===== src/rtl/gf_serial_pkg.sv =====
// Shared definitions for the GF multiplier serial link: host FSM state
// encoding and the bit order used by both ends of the link.
package gf_serial_pkg;

    typedef enum logic [2:0] {
        ST_IDLE    = 3'd0,
        ST_SHIFT   = 3'd1,
        ST_COMPUTE = 3'd2,
        ST_CAPTURE = 3'd3,
        ST_DONE    = 3'd4
    } gf_state_e;

    // Operands and product travel most-significant bit first.
    localparam bit MSB_FIRST = 1'b1;

    function automatic int cnt_width(input int data_width);
        return $clog2(2 * data_width + 1);
    endfunction

endpackage


===== src/rtl/gf_serial_if.sv =====
// Bundle of the CPU-side request/result signals and the serial link lines
// between the host and a serial-wrapped multiplier.
interface gf_serial_if #(
    parameter int DATA_WIDTH = 8
);
    // Handshake: start is sampled only while the host is idle (busy=0 and
    // done=0); op_a/op_b must be valid in that same cycle. done pulses for one
    // cycle with result valid, and result holds until the next done or reset.
    logic                        start;
    logic [DATA_WIDTH-1:0]       op_a;
    logic [DATA_WIDTH-1:0]       op_b;
    logic                        busy;
    logic                        done;
    logic [2*DATA_WIDTH-1:0]     result;

    logic                        ser_a;
    logic                        ser_b;
    logic                        ser_en;
    logic                        par_load;
    logic                        ser_result;

    modport master (
        output start, op_a, op_b, ser_result,
        input  busy, done, result, ser_a, ser_b, ser_en, par_load
    );

    modport slave (
        input  start, op_a, op_b, ser_result,
        output busy, done, result, ser_a, ser_b, ser_en, par_load
    );

endinterface


===== src/rtl/gf_shift_reg.sv =====
// Loadable shift register with serial and parallel taps; load wins over shift.
// Serial output comes straight from a flop so it is glitch-free on the link.
module gf_shift_reg #(
    parameter int WIDTH     = 8,
    parameter bit MSB_FIRST = 1'b1
) (
    input  logic             clk,
    input  logic             reset,
    input  logic             load_i,
    input  logic [WIDTH-1:0] par_in_i,
    input  logic             shift_i,
    input  logic             ser_in_i,
    output logic             ser_out_o,
    output logic [WIDTH-1:0] par_out_o
);

    logic [WIDTH-1:0] data_q;
    logic [WIDTH-1:0] data_d;

    always_comb begin
        data_d = data_q;
        if (load_i) begin
            data_d = par_in_i;
        end else if (shift_i) begin
            data_d = MSB_FIRST ? {data_q[WIDTH-2:0], ser_in_i}
                               : {ser_in_i, data_q[WIDTH-1:1]};
        end
    end

    always_ff @(posedge clk) begin
        if (reset) begin
            data_q <= '0;
        end else begin
            data_q <= data_d;
        end
    end

    assign ser_out_o = MSB_FIRST ? data_q[WIDTH-1] : data_q[0];
    assign par_out_o = data_q;

endmodule


===== src/rtl/gf_serial_host.sv =====
// Host end of the GF multiplier serial link: shifts two operands out, pulses
// the remote compute/load controls, then collects the serial product.
module gf_serial_host
    import gf_serial_pkg::*;
#(
    parameter int DATA_WIDTH     = 8,
    parameter int COMPUTE_CYCLES = 2
) (
    input  logic            clk,
    input  logic            reset,
    gf_serial_if.slave      bus,
    output gf_state_e       state_o
);

    localparam int DW    = DATA_WIDTH;
    localparam int RW    = 2 * DATA_WIDTH;
    localparam int CNT_W = cnt_width(DATA_WIDTH);

    localparam logic [CNT_W-1:0] SHIFT_LAST = CNT_W'(DW - 1);
    localparam logic [CNT_W-1:0] COMP_LAST  = CNT_W'(COMPUTE_CYCLES - 1);
    localparam logic [CNT_W-1:0] CAP_LAST   = CNT_W'(RW - 1);

    gf_state_e        state_q;
    gf_state_e        state_d;
    logic [CNT_W-1:0] cnt_q;
    logic [CNT_W-1:0] cnt_d;

    logic             load_ops;
    logic             shift_ops;
    logic             shift_cap;

    logic             ser_en_q;
    logic             par_load_q;
    logic             busy_q;
    logic             done_q;
    logic [RW-1:0]    result_q;

    logic             a_ser;
    logic             b_ser;
    logic [DW-1:0]    a_par;
    logic [DW-1:0]    b_par;
    logic             cap_ser;
    logic [RW-1:0]    cap_par;
    logic             unused_taps;

    // Operand shifters fill with zeros, so once all bits are out the serial
    // lines sit at 0 for COMPUTE and beyond without extra gating.
    gf_shift_reg #(.WIDTH(DW), .MSB_FIRST(MSB_FIRST)) u_shift_a (
        .clk       (clk),
        .reset     (reset),
        .load_i    (load_ops),
        .par_in_i  (bus.op_a),
        .shift_i   (shift_ops),
        .ser_in_i  (1'b0),
        .ser_out_o (a_ser),
        .par_out_o (a_par)
    );

    gf_shift_reg #(.WIDTH(DW), .MSB_FIRST(MSB_FIRST)) u_shift_b (
        .clk       (clk),
        .reset     (reset),
        .load_i    (load_ops),
        .par_in_i  (bus.op_b),
        .shift_i   (shift_ops),
        .ser_in_i  (1'b0),
        .ser_out_o (b_ser),
        .par_out_o (b_par)
    );

    gf_shift_reg #(.WIDTH(RW), .MSB_FIRST(MSB_FIRST)) u_capture (
        .clk       (clk),
        .reset     (reset),
        .load_i    (1'b0),
        .par_in_i  ('0),
        .shift_i   (shift_cap),
        .ser_in_i  (bus.ser_result),
        .ser_out_o (cap_ser),
        .par_out_o (cap_par)
    );

    assign unused_taps = ^{a_par, b_par, cap_ser};

    always_comb begin
        state_d   = state_q;
        cnt_d     = cnt_q;
        load_ops  = 1'b0;
        shift_ops = 1'b0;
        shift_cap = 1'b0;
        case (state_q)
            ST_IDLE: begin
                if (bus.start) begin
                    load_ops = 1'b1;
                    state_d  = ST_SHIFT;
                    cnt_d    = '0;
                end
            end
            ST_SHIFT: begin
                shift_ops = 1'b1;
                if (cnt_q == SHIFT_LAST) begin
                    state_d = ST_COMPUTE;
                    cnt_d   = '0;
                end else begin
                    cnt_d = cnt_q + 1'b1;
                end
            end
            ST_COMPUTE: begin
                if (cnt_q == COMP_LAST) begin
                    state_d = ST_CAPTURE;
                    cnt_d   = '0;
                end else begin
                    cnt_d = cnt_q + 1'b1;
                end
            end
            ST_CAPTURE: begin
                shift_cap = 1'b1;
                if (cnt_q == CAP_LAST) begin
                    state_d = ST_DONE;
                    cnt_d   = '0;
                end else begin
                    cnt_d = cnt_q + 1'b1;
                end
            end
            ST_DONE: begin
                state_d = ST_IDLE;
                cnt_d   = '0;
            end
            default: begin
                state_d = ST_IDLE;
                cnt_d   = '0;
            end
        endcase
    end

    // Outputs are registered from the next state so they line up with it.
    always_ff @(posedge clk) begin
        if (reset) begin
            state_q    <= ST_IDLE;
            cnt_q      <= '0;
            ser_en_q   <= 1'b0;
            par_load_q <= 1'b0;
            busy_q     <= 1'b0;
            done_q     <= 1'b0;
            result_q   <= '0;
        end else begin
            state_q    <= state_d;
            cnt_q      <= cnt_d;
            ser_en_q   <= (state_d == ST_COMPUTE);
            par_load_q <= (state_d == ST_COMPUTE) && (cnt_d == COMP_LAST);
            busy_q     <= (state_d == ST_SHIFT) || (state_d == ST_COMPUTE) ||
                          (state_d == ST_CAPTURE);
            done_q     <= (state_d == ST_DONE);
            if ((state_q == ST_CAPTURE) && (state_d == ST_DONE)) begin
                result_q <= {cap_par[RW-2:0], bus.ser_result};
            end
        end
    end

    assign bus.ser_a    = a_ser;
    assign bus.ser_b    = b_ser;
    assign bus.ser_en   = ser_en_q;
    assign bus.par_load = par_load_q;
    assign bus.busy     = busy_q;
    assign bus.done     = done_q;
    assign bus.result   = result_q;
    assign state_o      = state_q;

endmodule


===== src/flat_wrapper.sv =====
// flat-port wrapper written by rule: the top's interface ports become plain ports
module gf_serial_host_flat import gf_serial_pkg::*;
#(
    parameter int DATA_WIDTH     = 8,
    parameter int COMPUTE_CYCLES = 2
)
  (clk, reset, state_o, bus_start, bus_op_a, bus_op_b, bus_ser_result, bus_busy, bus_done, bus_result, bus_ser_a, bus_ser_b, bus_ser_en, bus_par_load);
  gf_serial_if #(.DATA_WIDTH(DATA_WIDTH)) bus_i ();
  input  logic clk;
  input  logic reset;
  output gf_state_e state_o;
  input wire logic [$bits(bus_i.start)-1:0] bus_start;
  input wire logic [$bits(bus_i.op_a)-1:0] bus_op_a;
  input wire logic [$bits(bus_i.op_b)-1:0] bus_op_b;
  input wire logic [$bits(bus_i.ser_result)-1:0] bus_ser_result;
  output wire logic [$bits(bus_i.busy)-1:0] bus_busy;
  output wire logic [$bits(bus_i.done)-1:0] bus_done;
  output wire logic [$bits(bus_i.result)-1:0] bus_result;
  output wire logic [$bits(bus_i.ser_a)-1:0] bus_ser_a;
  output wire logic [$bits(bus_i.ser_b)-1:0] bus_ser_b;
  output wire logic [$bits(bus_i.ser_en)-1:0] bus_ser_en;
  output wire logic [$bits(bus_i.par_load)-1:0] bus_par_load;
  assign bus_i.start = bus_start;
  assign bus_i.op_a = bus_op_a;
  assign bus_i.op_b = bus_op_b;
  assign bus_i.ser_result = bus_ser_result;
  assign bus_busy = bus_i.busy;
  assign bus_done = bus_i.done;
  assign bus_result = bus_i.result;
  assign bus_ser_a = bus_i.ser_a;
  assign bus_ser_b = bus_i.ser_b;
  assign bus_ser_en = bus_i.ser_en;
  assign bus_par_load = bus_i.par_load;
  gf_serial_host #(.DATA_WIDTH(DATA_WIDTH), .COMPUTE_CYCLES(COMPUTE_CYCLES)) u_core (.clk(clk), .reset(reset), .bus(bus_i), .state_o(state_o));
endmodule

===== config.mk =====
export PLATFORM = sky130hd
export DESIGN_NAME = gf_serial_host_flat
export DESIGN_NICKNAME = d
export VERILOG_FILES = /design/src/rtl/gf_serial_pkg.sv /design/src/rtl/gf_serial_if.sv /design/src/rtl/gf_shift_reg.sv /design/src/rtl/gf_serial_host.sv /design/src/flat_wrapper.sv
export SDC_FILE = /design/constraint.sdc
export NUM_CORES = 1
export LEC_CHECK = 0
export ABC_CLOCK_PERIOD_IN_PS = 6370
export CORE_AREA = 2 2 82 84
export CTS_BUF_LIST = sky130_fd_sc_hd__clkbuf_16
export DETAILED_ROUTE_END_ITERATION = 16
export DIE_AREA = 0 0 84 86
export DONT_BUFFER_PORTS = 1
export PLACE_DENSITY_LB_ADDON = 0.12
export SYNTH_ARGS = -nofsm -noshare
export SYNTH_HDL_FRONTEND = slang
export SYNTH_HIERARCHICAL = 1
export SYNTH_SLANG_ARGS = --single-unit

===== constraint.sdc =====
create_clock -name clk -period 6.37 [get_ports clk]
set_clock_uncertainty 0.1 [all_clocks]
set_input_delay 0.9555 -clock clk [delete_from_list [all_inputs] [get_ports clk]]
set_output_delay 0.9555 -clock clk [all_outputs]
set_load 0.02 [all_outputs]

### Yosys cells after proc, flatten, opt, wreduce, memory -nomap -nowiden

Index checks and enable logic that the tools add are counted.

* flip-flop bits (word level): 59
* input port bits: 20
* output and inout port bits: 25
* word-level logic and storage cells: 46

* $add $sub $neg: 1
* equal/unequal tests: 11
* muxes and demuxes: 18
* reductions and logical operators: 6

Operator list (number)
* 8-bit 2-to-1 mux: 4
* 5-bit 2-to-1 mux: 4
* 5-bit one-hot mux with 4 select lines: 1
* 3-bit by 2-bit == test with 1-bit output, second input constant: 4
* 3-bit 2-to-1 mux: 4
* 3-bit one-hot mux with 4 select lines: 1
* 5-bit by 1-bit == test with 1-bit output, second input constant: 2
* 3-bit by 1-bit == test with 1-bit output, second input constant: 2
* 5-bit by 1-bit adder with 5-bit output, second input constant: 1
* 5-bit by 3-bit == test with 1-bit output, second input constant: 1
* 5-bit by 4-bit == test with 1-bit output, second input constant: 1
* 1-bit 2-to-1 mux: 4
* 3-bit == test, second input constant: 1
* 3-bit zero test: 1
* 1-bit logical AND: 2
* 1-bit logical OR: 2
* 2-bit nonzero test: 1

### Logic depth before layout (Yosys ltp)

Gate-level depths: netlist of run 1.

* depth in word-level cells: 6
* mapped depth: 10
* gate-level depth less buffers: 9

### By module

The synthesis of run 1 kept the hierarchy.

By module, submodules not included
* gf_serial_host: instances 1, cells an instance 152, area an instance 1238.7 µm², sequential area each 560.5 µm²
* gf_shift_reg (u_core.u_capture): instances 1, cells an instance 72, area an instance 813.3 µm², sequential area each 320.3 µm²
* gf_shift_reg (u_core.u_shift_a ...): instances 2, cells an instance 36, area an instance 376.6 µm², sequential area each 160.2 µm²

### Worst setup path before layout of run 1

No wires, ideal clock.

* path kind: input to register
* from: input bus_start
* to: register u_core.u_shift_a.data_q[0] (netlist: u_core/u_shift_a/par_out_o[0])
* setup time: 0.086 ns
* arrival: 2.503 ns
* data required time: 6.184 ns
* slack: 3.682 ns
* stages: 3
* buffers on the path: 0
* cells stage by stage: nor4b_1 inv_2 a211oi_1

* word-level cells in the longest chain between the ends: 3
* elaborated cells on any way between the ends: 4
* those cells by class: mux (3); reduce/logical (1)

Ends and longest elaborated chain
* from (decl): line flat_wrapper.sv:12 `input wire logic [$bits(bus_i.start)-1:0] bus_start;`
* 1-bit 2-to-1 mux *: line gf_serial_host.sv:91 `if (bus.start) begin`
* 1-bit 2-to-1 mux *: line gf_serial_host.sv:89 `case (state_q)`
* 8-bit 2-to-1 mux / 2-bit nonzero test (equally long branches)
* to (signal assigned): line gf_shift_reg.sv:34 `data_q <= data_d;`
* to (decl): line gf_shift_reg.sv:17 `logic [WIDTH-1:0] data_q;`

Every way passes the cells marked *; elsewhere a longest branch is shown, timed or not.
A chain may end at the register's enable or synchronous reset.

### Final worst setup path of run 1

* from: register u_core.cnt_q[0]
* to: register u_core.result_q[1] (netlist: u_core/bus.result[1])

* word-level cells in the longest chain between the ends: 5
* elaborated cells on any way between the ends: 9
* those cells by class: eq/ne (4); mux (4); reduce/logical (1)

Ends and longest elaborated chain
* from (decl): line gf_serial_host.sv:25 `logic [CNT_W-1:0] cnt_q;`
* from (signal assigned): line gf_serial_host.sv:146 `cnt_q <= cnt_d;`
* 5-bit by 4-bit == test with 1-bit output (tied with other cells): line gf_serial_host.sv:116 `if (cnt_q == CAP_LAST) begin`
* 3-bit 2-to-1 mux, on equally long branches: line gf_serial_host.sv:116, gf_serial_host.sv:99, gf_serial_host.sv:107
* 3-bit one-hot mux with 4 select lines *: line gf_serial_host.sv:89
* 3-bit == test *: line gf_serial_host.sv:152 `if ((state_q == ST_CAPTURE) && (state_d == ST_DONE)) begin`
* 1-bit logical AND *: line gf_serial_host.sv:152
* to (signal assigned): line gf_serial_host.sv:153 `result_q <= {cap_par[RW-2:0], bus.ser_result};`
* to (decl): line gf_serial_host.sv:36 `logic [RW-1:0] result_q;`

Marked as above.

==> out/results.tsv, run 1 <==
metric	value	unit
status	finished clean	
pwr dens	305	nW/um^2
post-CTS setup buffers	0	
CTS sink count	59	
final-report setup violation count	0	
clock tree from TritonCTS	yes	
Nets	331	
Iteration-0 DRC Markers	113	
Core ar.	6280	um^2
startpoint types	flop	
endpoint required time on the critical path	6.52	ns
largest net degree at the start of global routing	52	
GRT overflow	0	
Worst-Skew Late Latency	0.32	ns
CP Max Fanout	16	
Placed Cells incl. Taps	373	
share of layout cells above drive strength 1	12.5	%
maximum clock frequency	399	MHz
fin cells	389	
TritonCTS Buffers	9	
Initial Util	43.6	%
WL final	5390	um
DRT antenna net count	0	
total I/O pin count	45	
Max VDD drop	0.159	mV
leading cell types in the layout, fill and taps excluded	59 x dfxtp_1, 38 x nand2_1, 32 x mux2i_1	
die area	7220	um^2
commonest non-fill, non-tap cell in the layout	dfxtp_1	
vias per inst	5.08	
Die Span Y	86	um
CP Data Arrival Time	2.65	ns
post-DP HPWL	3470	um
Tcrit/Tclk final	39.3	%
maxcap violations	0	
DR WL/cell	13.9	um
GPL Wtd Cong	0.848	
Pleak	1.17	nW
Slew @ Worst Pin	1.04	ns
H-tree levels	3	
# rows	29	
RSZ-0062 raised after global routing	no	
total iterations of the first detailed-routing run	4	
vias in the first global route	1917	
Mapped Cells	289	
Max Buffers Root-to-Sink	2	
n_diodes	0	
Relative slew margins	30.3	%
CTS Hold Buffers Added	0	
Slew Limit Fails	0	
vias	1978	
Crit Path Category	flop to flop	
CTS root buf	clkbuf_16	
first-pass GRT wire length	9130	um
Synth Cell Area	2740	um^2
GRT Total Usage	16.0	%
die width	84	um
Setup TNS	0	ns
Syn. warnings	6	
# resized after CTS	0	
port bufs	0	
Hold WC Path Type	flop to flop	
post-layout min period	2.50	ns
Avg Inst Size Synth	9.48	um^2
DRC	0	
final hold vios	0	
initial antenna violation count	0	
synthesis-to-finish area growth	14.5	%
Crit. End Element	flop	
clk slew on worst S/H paths	0.05	ns
-- flip-flops by register name, indices dropped and copies added, names as in the netlist, 3 cells and up --
name and count:
u_core/bus.result 16, u_core/state_o 3, u_core/u_capture/par_out_o 15, u_core/cnt_q 5, u_core/u_shift_b/par_out_o 8, u_core/u_shift_a/par_out_o 8
-- critical path, cell delays in order (launching register included) --
cell,delay [ns]
dfxtp_1,0.39
ha_1,0.25
nand3_1,0.15
inv_1,0.09
ha_1,0.20
nand3_1,0.13
nor2_1,0.83
nand2_1,0.14
a21oi_1,0.15
-- routing by layer --
layer	wire [um]	global-route usage [%]	part of all wire (%)
met5	0	0	0
met4	68	9.82	1.3
met3	309	5.49	5.7
met2	2450	23.4	45
met1	2560	20.2	48
-- power by group --
group          internal (W)   total, W  switching [W]  leakage (nW)
Clock              0.000337   0.000494       0.000157         0.160
Combinational     0.0000290  0.0000583      0.0000294         0.530
Sequential         0.000388   0.000403      0.0000154         0.484
Total              0.000754   0.000955       0.000201          1.17
-- worst paths after layout --
| path | from | to | slack, ns | cells past startpoint |
|---|---|---|---|---|
| setup reg to reg | u_core/cnt_q[0] | u_core/bus.result[1] | 3.87 | 8 |
| hold reg to reg | u_core/u_capture/par_out_o[12] | u_core/bus.result[13] | 0.36 | 2 |
| hold / removal | u_core/u_capture/par_out_o[12] | u_core/bus.result[13] | 0.36 | 2 |
| setup / recovery | u_core/cnt_q[0] | u_core/bus.result[1] | 3.87 | 8 |
-- per-stage QoR --
stage,cell area [um^2],utilization [%],hold WS (ns),setup WS [ns],power [W]
floorplan,2830,-,0.331,3.68,0.000463
global placement,2830,45.0,0.352,3.97,0.000467
detailed placement,2830,45.0,0.356,3.85,0.000467
CTS,3140,50.0,0.369,3.81,0.000970
global route,3140,50.0,0.397,3.55,0.00100
finish,3140,50.0,0.363,3.87,0.000955
-- final cells by class --
type | count | area, um^2
fillers | 590 | 3140
multi-input cells | 224 | 1490
flip-flops and latches | 59 | 1180
clock buffers | 9 | 225
well taps | 77 | 96.3
clock inverters | 7 | 83.8
inverters | 10 | 37.5
repair buffers | 3 | 22.5
Note: power is estimated with default switching activity, not from simulation.
==> run 2: changes to the inputs <==
- ABC_CLOCK_PERIOD_IN_PS: 6370 -> 2450
- clock period: 6.37 -> 2.45 ns (I/O delays scaled with it)
==> out/results.tsv, run 2 (synthesized netlist as in run 1, its figures left out) <==
metric	value	unit	change
total iterations of the first detailed-routing run	5		+1
DRT antenna net count	0		unchanged
leading cell types in the layout, fill and taps excluded	59 x dfxtp_1, 38 x nand2_1, 32 x mux2i_1		
TritonCTS Buffers	9		unchanged
post-DP HPWL	3450	um	-0.50%
Slew Limit Fails	0		unchanged
vias in the first global route	1892		-1.3%
dpl ws	0.422	ns	-3.43 ns
first-pass GRT wire length	9130	um	unchanged
CTS Hold Buffers Added	0		unchanged
startpoint types	flop		
H-tree levels	3		unchanged
Setup TNS	0	ns	unchanged
status	finished clean		
initial antenna violation count	0		unchanged
die width	84	um	unchanged
GRT Total Usage	15.9	%	-0.051 points
area of the multi-input gates	1490	um^2	unchanged
share of layout cells above drive strength 1	11.9	%	-0.64 points
final-report setup violation count	0		unchanged
endpoint required time on the critical path	2.59	ns	-3.93 ns
Iteration-0 DRC Markers	69		-39%
Initial Util	43.6	%	unchanged
final hold vios	0		unchanged
Core ar.	6280	um^2	unchanged
CP Max Fanout	4		-12
Crit Path Category	flop to flop		
commonest non-fill, non-tap cell in the layout	dfxtp_1		
n_diodes	0		unchanged
GPL Wtd Cong	0.783		-7.7%
synthesis-to-finish area growth	13.6	%	
Crit. End Element	flop		
Die Span Y	86	um	unchanged
total I/O pin count	45		unchanged
Slew @ Worst Pin	0.711	ns	-0.331 ns
post-layout min period	2.09	ns	-0.415 ns
Max Buffers Root-to-Sink	2		unchanged
largest net degree at the start of global routing	52		unchanged
dpl cell area	2830	um^2	+0.27%
vias	1954		-1.2%
Worst-Skew Late Latency	0.32	ns	about the same
Tcrit/Tclk final	85.3	%	+46 points
port bufs	0		unchanged
fillers	604		+2.4%
clk slew on worst S/H paths	0.05	ns	about the same
GRT overflow	0		unchanged
Pleak	1.17	nW	-0.50%
vias per inst	5.02		-1.2%
FF+latch area	1180	um^2	unchanged
Largest register FFs	16		unchanged
CP Data Arrival Time	2.23	ns	-0.42 ns
DRC	0		unchanged
clock tree from TritonCTS	yes		
CTS root buf	clkbuf_16		
CTS sink count	59		unchanged
Non-Filler Cell Area, Final	3110	um^2	-0.80%
die area	7220	um^2	unchanged
Max VDD drop	0.396	mV	+150%
maxcap violations	0		unchanged
WL final	5370	um	-0.32%
Relative slew margins	52.5	%	+22 points
Hold WC Path Type	primary input to flop		
RSZ-0062 raised after global routing	no		
maximum clock frequency	478	MHz	+20%
# resized after CTS	0		unchanged
post-CTS setup buffers	0		unchanged
fin worst setup slack	0.360	ns	-3.51 ns
DR WL/cell	13.8	um	-0.32%
pwr dens	760	nW/um^2	+150%
# rows	29		unchanged
Nets	332		+0.30%
## run 2: critical path: stages (launching register included)
cell,delay (ns)
dfxtp_1,0.38
ha_1,0.24
nand3_1,0.11
inv_1,0.08
ha_1,0.20
a21bo_2,0.16
o311ai_0,0.13
o211ai_1,0.17
a21bo_1,0.24
nor4_2,0.18
## run 2: routing by layer
layer  global-route usage [%]  share of wire [%]
met1                     20.4                 48
met2                     23.9                 46
met3                     5.49                5.0
met4                     7.92                1.2
met5                        0                  0
## run 2: final timing paths
kind | startpoint | end | slack (ns) | cells past startpoint
min | reset | u_core/u_shift_a/par_out_o[3] | 0.02 | 1
max | u_core/cnt_q[0] | u_core/bus.par_load | 0.36 | 9
max reg2reg | u_core/cnt_q[0] | u_core/bus.par_load | 0.36 | 9
min reg2reg | u_core/u_capture/par_out_o[5] | u_core/bus.result[6] | 0.36 | 2
## run 2: area by class of cell
cell class | instances | area share [%]
timing repair buffer | 4 | 0.965
inverter | 10 | 1.21
multi-input combinational | 224 | 47.9
tap | 77 | 3.10
clock buffer | 9 | 7.24
sequential | 59 | 38.0
clock inverter | 6 | 1.65
## run 2: stage by stage
step                      utilization [%]  std cells  total power (W)  hold slack, ns
after floorplan                         -        312          0.00120           0.331
after CTS                            49.6        389          0.00240         0.00156
final                                49.6        389          0.00236          0.0200
after global routing                 49.6        389          0.00247         0.00508
after detailed placement             45.1        374          0.00122           0.344
after global placement               45.1        374          0.00121           0.345
## run 2: where the power goes
part	internal (W)	leakage (nW)	switching, W	total [W]
sequential	0.00101	0.484	0.0000403	0.00105
combinational	0.0000755	0.535	0.0000775	0.000153
clock	0.000764	0.149	0.000400	0.00116
total	0.00185	1.17	0.000518	0.00236
==> run 3: changes to the inputs <==
- ABC_CLOCK_PERIOD_IN_PS: 2450 -> 2400
- clock period: 2.45 -> 2.4 ns (I/O delays scaled with it)
==> out/results.tsv, run 3 (synthesized netlist as in run 1, its figures left out) <==
metric	value	unit	change
Setup TNS	0	ns	unchanged
die area	7220	um^2	unchanged
Slew Limit Fails	0		unchanged
FF+latch area	1180	um^2	unchanged
maxcap violations	0		unchanged
TritonCTS Buffers	9		unchanged
Die Span Y	86	um	unchanged
CTS Hold Buffers Added	4		+4
clk slew on worst S/H paths	0.05	ns	about the same
# rows	29		unchanged
DRC	0		unchanged
reg2reg path depth	9		unchanged
Pleak	1.18	nW	+1.3%
GRT Total Usage	16.6	%	+0.72 points
synthesis-to-finish area growth	15.6	%	
maximum clock frequency	464	MHz	-3.0%
status	finished clean		
# resized after CTS	0		unchanged
endpoint required time on the critical path	2.53	ns	-0.06 ns
Tcrit/Tclk final	89.8	%	+4.5 points
WL final	5700	um	+6.1%
post-CTS setup buffers	0		unchanged
startpoint types	flop		
Crit Path Category	flop to flop		
Crit. End Element	flop		
CP Max Fanout	4		unchanged
vias	2017		+3.2%
CTS sink count	59		unchanged
Iteration-0 DRC Markers	87		+26%
GRT overflow	0		unchanged
CTS root buf	clkbuf_16		
final hold vios	0		unchanged
final-report setup violation count	0		unchanged
Relative slew margins	58.4	%	+5.8 points
share of layout cells above drive strength 1	11.7	%	-0.19 points
Max VDD drop	0.395	mV	-0.32%
Largest register FFs	16		unchanged
Nets	337		+1.5%
Worst R2R End	u_core/bus.par_load		
origin of the worst setup path	u_core/cnt_q[0]		
H-tree levels	3		unchanged
total iterations of the first detailed-routing run	4		-1
GPL Wtd Cong	0.704		-10%
fin worst setup slack	0.245	ns	-0.115 ns
DRT antenna net count	0		unchanged
Core ar.	6280	um^2	unchanged
R2R Setup Slk	0.25	ns	-0.11 ns
die width	84	um	unchanged
Setup crit end	u_core/bus.par_load		
post-layout min period	2.15	ns	+0.0649 ns
clock tree from TritonCTS	yes		
vias in the first global route	1930		+2.0%
DR WL/cell	14.5	um	+4.8%
Worst-Skew Late Latency	0.32	ns	about the same
area of the multi-input gates	1490	um^2	unchanged
Hold WC Path Type	primary input to flop		
RSZ-0062 raised after global routing	no		
post-DP HPWL	3420	um	-1.0%
total I/O pin count	45		unchanged
largest net degree at the start of global routing	32		-38%
n_diodes	0		unchanged
pwr dens	767	nW/um^2	+0.94%
Max Buffers Root-to-Sink	2		unchanged
RR Startpoint	u_core/cnt_q[0]		
dpl ws	0.339	ns	-0.0833 ns
CP Data Arrival Time	2.29	ns	+0.06 ns
leading cell types in the layout, fill and taps excluded	59 x dfxtp_1, 38 x nand2_1, 32 x mux2i_1		
initial antenna violation count	0		unchanged
Initial Util	43.6	%	unchanged
Slew @ Worst Pin	0.623	ns	-0.0875 ns
port bufs	0		unchanged
vias per inst	5.12		+1.9%
first-pass GRT wire length	9380	um	+2.7%
commonest non-fill, non-tap cell in the layout	dfxtp_1		
fillers	631		+4.5%
## run 3: cell count changes in the layout (fill, tap and decap cells not counted), sizes merged
cell	change
clkinv	+2
buf	+2
inv	-2
dlygate4sd3	+3
## run 3: power by group
group	total [W]	internal, W	switching, W
sequential	0.00107	0.00103	0.0000373
clock	0.00118	0.000776	0.000404
combinational	0.000183	0.0000851	0.0000976
total	0.00243	0.00189	0.000539
## run 3: per-layer routing
| layer | GRT usage (%) | part of all wire, % | vias to the layer above |
|---|---|---|---|
| met5 | 0 | 0 | - |
| met4 | 6.60 | 1.7 | 0 |
| met3 | 5.68 | 4.9 | 8 |
| met2 | 24.5 | 45 | 40 |
| met1 | 22.5 | 49 | 933 |
| li1 | - | - | 1036 |
## run 3: metrics by stage
step / utilization (%) / instances / cell area [um^2] / hold WS, ns / power, W
after floorplan: - / 312 / 2830 / 0.331 / 0.00123
after global placement: 45.3 / 375 / 2840 / 0.332 / 0.00124
after detailed placement: 45.3 / 375 / 2840 / 0.334 / 0.00124
after CTS: 50.4 / 394 / 3170 / 0.000221 / 0.00246
after global routing: 50.4 / 394 / 3170 / 0.000350 / 0.00255
final: 50.4 / 394 / 3170 / 0.0172 / 0.00243
## run 3: how the worst min path moves through the flow
stage	from	end	cells after the start
floorplan	u_core/u_capture/par_out_o[14]	u_core/bus.result[15]	2
global placement	reset	u_core/u_capture/par_out_o[3]	1
detailed placement	reset	u_core/u_capture/par_out_o[4]	1
CTS	reset	u_core/u_shift_a/par_out_o[0]	1
global route	reset	u_core/u_shift_a/par_out_o[0]	1
finish	reset	u_core/u_shift_a/par_out_o[0]	1
## run 3: layout make-up
class / instances / area share, %
clock buffer: 9 / 7.11
clock inverter: 6 / 1.54
inverter: 10 / 1.19
multi-input combinational: 224 / 47.0
sequential: 59 / 37.3
tap: 77 / 3.04
timing repair buffer: 9 / 2.77
## run 3: worst max-delay path: stages, from the launching register on
cell	delay, ns
dfxtp_1	0.39
ha_1	0.23
nand3_1	0.12
inv_1	0.08
ha_1	0.24
a21bo_2	0.18
o311ai_0	0.15
o211ai_1	0.16
a21bo_1	0.24
nor4_2	0.18
